==> src/rtl/ysyx_23060025_wbu_q.sv <==
// Buffered write-back unit: in-order queue between LSU and RF/CSR commit, x0 suppression, sticky ebreak halt.
// Define YSYX_23060025_WBU_RETIRE_CNT_EN to add the 64-bit retired-instruction counter output retire_cnt_o.
module ysyx_23060025_wbu_q #(
  parameter int DATA_LEN = 32,
  parameter int REG_AW   = 5,
  parameter int DEPTH    = 2
) (
  input  logic                clock,
  input  logic                reset,
  input  logic                lsu_valid_i,
  output logic                wbu_ready_o,
  input  logic                wd_i,
  input  logic [REG_AW-1:0]   wreg_i,
  input  logic [DATA_LEN-1:0] reg_wdata_i,
  input  logic [2:0]          csr_type_i,
  input  logic [DATA_LEN-1:0] csr_wdata_i,
  input  logic                ebreak_flag_i,
  input  logic                commit_ready_i,
  output logic                rf_we_o,
  output logic [REG_AW-1:0]   rf_waddr_o,
  output logic [DATA_LEN-1:0] rf_wdata_o,
  output logic [2:0]          csr_type_o,
  output logic [DATA_LEN-1:0] csr_wdata_o,
  output logic                retire_o,
  output logic                halt_o
`ifdef YSYX_23060025_WBU_RETIRE_CNT_EN
  ,
  output logic [63:0]         retire_cnt_o
`endif
);

  localparam int PW = $clog2(DEPTH);
  localparam logic [PW:0] FULL_COUNT = (PW+1)'(DEPTH);

  typedef struct packed {
    logic                wd;
    logic [REG_AW-1:0]   wreg;
    logic [DATA_LEN-1:0] reg_wdata;
    logic [2:0]          csr_type;
    logic [DATA_LEN-1:0] csr_wdata;
    logic                ebreak;
  } entry_t;

  typedef enum logic {
    RUN  = 1'b0,
    HALT = 1'b1
  } state_t;

  state_t        state_reg;
  entry_t        q_reg [DEPTH];
  logic [PW-1:0] wr_ptr_reg;
  logic [PW-1:0] rd_ptr_reg;
  logic [PW:0]   count_reg;

  entry_t        in_entry;
  entry_t        head;
  logic          full;
  logic          empty;
  logic          push;
  logic          commit;

  assign halt_o      = (state_reg == HALT);
  assign full        = (count_reg == FULL_COUNT);
  assign empty       = (count_reg == '0);
  assign wbu_ready_o = !full && !halt_o;
  assign push        = lsu_valid_i && wbu_ready_o && !reset;
  // Nothing retires while reset is held, even if entries were queued before it.
  assign commit      = !empty && commit_ready_i && !halt_o && !reset;

  assign in_entry.wd        = wd_i;
  assign in_entry.wreg      = wreg_i;
  assign in_entry.reg_wdata = reg_wdata_i;
  assign in_entry.csr_type  = csr_type_i;
  assign in_entry.csr_wdata = csr_wdata_i;
  assign in_entry.ebreak    = ebreak_flag_i;

  // Payload storage carries no reset: validity is tracked solely by the pointers and count.
  generate
    for (genvar gi = 0; gi < DEPTH; gi++) begin : g_entry
      always_ff @(posedge clock) begin
        if (push && (wr_ptr_reg == PW'(gi))) begin
          q_reg[gi] <= in_entry;
        end
      end
    end
  endgenerate

  assign head = q_reg[rd_ptr_reg];

  always_comb begin
    rf_we_o     = 1'b0;
    rf_waddr_o  = '0;
    rf_wdata_o  = '0;
    csr_type_o  = 3'd0;
    csr_wdata_o = '0;
    retire_o    = 1'b0;
    if (commit) begin
      rf_we_o     = head.wd && (head.wreg != '0);
      rf_waddr_o  = head.wreg;
      rf_wdata_o  = head.reg_wdata;
      csr_type_o  = head.csr_type;
      csr_wdata_o = head.csr_wdata;
      retire_o    = 1'b1;
    end
  end

  always_ff @(posedge clock) begin
    if (reset) begin
      wr_ptr_reg <= '0;
      rd_ptr_reg <= '0;
      count_reg  <= '0;
      state_reg  <= RUN;
    end else begin
      if (push) begin
        wr_ptr_reg <= wr_ptr_reg + 1'b1;
      end
      if (commit) begin
        rd_ptr_reg <= rd_ptr_reg + 1'b1;
      end
      case ({push, commit})
        2'b10:   count_reg <= count_reg + 1'b1;
        2'b01:   count_reg <= count_reg - 1'b1;
        default: count_reg <= count_reg;
      endcase
      case (state_reg)
        RUN:     if (commit && head.ebreak) state_reg <= HALT;
        HALT:    state_reg <= HALT;
        default: state_reg <= RUN;
      endcase
    end
  end

`ifdef YSYX_23060025_WBU_RETIRE_CNT_EN
  logic [63:0] retire_cnt_reg;

  always_ff @(posedge clock) begin
    if (reset) begin
      retire_cnt_reg <= '0;
    end else if (retire_o) begin
      retire_cnt_reg <= retire_cnt_reg + 64'd1;
    end
  end

  assign retire_cnt_o = retire_cnt_reg;
`endif

endmodule
==> config.mk <==
export PLATFORM = sky130hd
export DESIGN_NAME = ysyx_23060025_wbu_q
export DESIGN_NICKNAME = d
export VERILOG_FILES = /design/src/rtl/ysyx_23060025_wbu_q.sv
export SDC_FILE = /design/constraint.sdc
export NUM_CORES = 1
export LEC_CHECK = 0
export ABC_AREA = 0
export CORE_ASPECT_RATIO = 0.6
export CORE_MARGIN = 3
export CORE_UTILIZATION = 49
export DETAILED_ROUTE_END_ITERATION = 8
export PLACE_DENSITY = 0.89
export SYNTH_ARGS = -nofsm -noshare
export SYNTH_HDL_FRONTEND = slang
export SYNTH_SLANG_ARGS = --single-unit
==> constraint.sdc <==
create_clock -name clock -period 5.9 [get_ports clock]
set_input_delay 1.18 -clock clock [delete_from_list [all_inputs] [get_ports clock]]
set_output_delay 1.18 -clock clock [all_outputs]
set_load 0.02 [all_outputs]
==> run metrics <==
Vias around 3,400; post-place instance area ~0.0076 mm²; CTS Buffer Depth 2; Final Hold Viols 0; CP cell instances clkdlybuf4s50_1, nor2_1, nand2_2, buf_4, nor4_2, clkdlybuf4s50_1; initial antenna violation count 0; Setup Skew 9.93 ps; layout cells sized above 1 8.06%; clock sink total roughly 150; Critical Path AT 3230 ps; # nets final ~590; Filler cells between 700 and 800; f_max between 200 and 250 MHz; syn_area_per_cell 17.1 µm²; Slowest Stage Delay on Critical Path about 640 ps; status complete, no violations; Crit Path Category input port to primary output; Finished Cell Area roughly 0.0082 mm²; crit-path leading delay family buffers and inverters; fin cells roughly 680; post-synth top area cell edfxtp_1; drt wl/cell around 18 µm; CTS tree built; Clock transition at path regs approximately 60 ps; Synth Area in Simple Gates 6.30%; crit path max fanout 44; area share of the leading cell type in the synthesized netlist between 70% and 80%; worst hold path class register to register; Final ANT Viol Nets 0; Placed Cells 650; actual slew at the worst max-slew pin approximately 1000 ps; adder and majority cell fraction of the synthesized area less than 1%; synth unique cells 25; largest net degree at the start of global routing 45; Post-CTS Repair Setup Buffers 0; Post-Syn Nets 427; Area growth syn-to-layout 38.1%; core area between 0.01 and 0.015 mm²; Synth Flop Type edfxtp_1; total negative setup slack 0 ps; largest family of logic cells by synthesized area multiplexers; Root Buffer clkbuf_16; pwr dens around 340 mW/mm²; Placement Rows 30; TritonCTS Buffers 17; Cells after Synth between 300 and 400; Crit path required time about 4700 ps; Routed Wire Length 12.1 mm; Largest register FFs between 100 and 150; first-pass GRT wire length between 15 and 20 mm; GPL Wtd Cong 0.764; First-pass DRT Iterations 4; port bufs between 150 and 200; Place WS roughly 1500 ps; Synth Area in XOR/XNOR 0.295%; GRT overflow 0; Synth Area in Compound Gates less than 1%; synth warn 0; die extent in y 91.3 µm; All-Layer GR Usage between 10% and 20%; die footprint roughly 0.014 mm²; post_cts resized 0; Die W roughly 150 µm; Max transition margin a little under a third; commonest non-fill, non-tap cell in the layout clkdlybuf4s50_1; diode count 0; DP Wirelength 8.07 mm; final worst-path cycle share around three quarters; Top-Level Pins 154; most frequent cells in the layout clkdlybuf4s50_1 (153), edfxtp_1 (148), nor2_1 (75); slack of the critical path between 1000 and 1500 ps; CP most frequent cell clkdlybuf4s50_1; clock period minus worst slack 4410 ps; FF-to-FF setup slack about 3500 ps; vias per cell 5.02; Max Cap Violations 0; Buf/Inv on CP 3; multiplexer share of the synthesized area around an eighth; sequential-to-total area share from yosys stat about three quarters; RSZ-0062 raised after global routing false; final setup fails 0; hold-fix buffers at CTS 0; mapped cell area slightly below 0.006 mm²; Slew Limit Fails 0; Slowest cell on crit path clkdlybuf4s50_1; DR iter-0 viols about 190; vias in the first global route around 3,700; Synth Register Bits 154; VDD IR max ~0.00024 V; FFs w/ async S/R, synth 0%; clk_lat worst skew approximately 420 ps; H-tree depth 4; Post-synth EDFFs approximately 150; Startpoint Class input port; DRC 0; top cells by area, synth edfxtp_1 (75%), mux2i_1 (12%), nor2_1 (4.9%); Pleak about 2.7 nW; crit end category primary output; Initial Util 51.4%
==> cells in the mapped netlist (2+ instances only) <==
cell / count
a21oi_1: 4
buf_2: 3
buf_6: 13
dfxtp_1: 6
edfxtp_1: 148
inv_1: 2
mux2i_1: 74
nand2b_1: 2
nor2_1: 77
o21ai_0: 3
or3_1: 2
==> metrics by stage <==
stage                     util [%]  power (W)  hold slack (ps)
after floorplan                  -    0.00152              450
after global placement        65.6    0.00164              490
after detailed placement      65.6    0.00165              507
after CTS                     70.9    0.00279              514
after global routing          70.9    0.00287              557
final                         70.9    0.00277              523
==> worst register-to-register path: stages, from the launching register on <==
cell	delay, ps
dfxtp_1	420
nand2b_1	160
nand3_1	250
nor2_4	840
buf_4	450
==> final cells by class <==
cell class,count,area (µm²),share of cell area [%]
Tap cell,160,200,2.44
Inverter,2,7.51,0.0915
Timing Repair Buffer,159,1590,19.4
Sequential cell,154,4570,55.7
Multi-Input combinational cell,175,1220,14.8
Clock inverter,13,191,2.33
Clock buffer,18,429,5.23
==> layer usage <==
metal	wire length, µm	global-route usage [%]	vias to the layer above	part of all wire [%]
li1	-	-	1620	-
met1	5170	23.3	1643	43
met2	5760	29.8	140	47
met3	1030	7.48	18	8.5
met4	180	6.84	0	1.5
met5	0	0	-	0
==> worst paths after layout <==
path                startpoint            to  cells past startpoint
hold / removal      rd_ptr_reg      register                      2
setup / recovery         reset       rf_we_o                      6
hold reg to reg     rd_ptr_reg      register                      2
setup reg to reg  count_reg[0]  q_reg[0][16]                      4
==> where the power goes <==
| group | leakage (nW) | total [W] | switching [W] | internal [W] |
|---|---|---|---|---|
| clock network | 0.301 | 0.00114 | 0.000428 | 0.000712 |
| logic | 0.947 | 0.000315 | 0.000160 | 0.000155 |
| registers | 1.41 | 0.00131 | 0.0000383 | 0.00127 |
| total | 2.65 | 0.00277 | 0.000626 | 0.00214 |
==> logic make-up after synthesis <==
| group | after synthesis |
|---|---|
| adders and majority gates | 1 |
| xor gates and xnor gates | 2 |
| and+or+nand+nor | 89 |
| DFF | 154 |
| muxes | 75 |
| AOI/OAI and AO/OA | 8 |
| buffers and inverters | 19 |
Power figures use the tool's default switching activity.
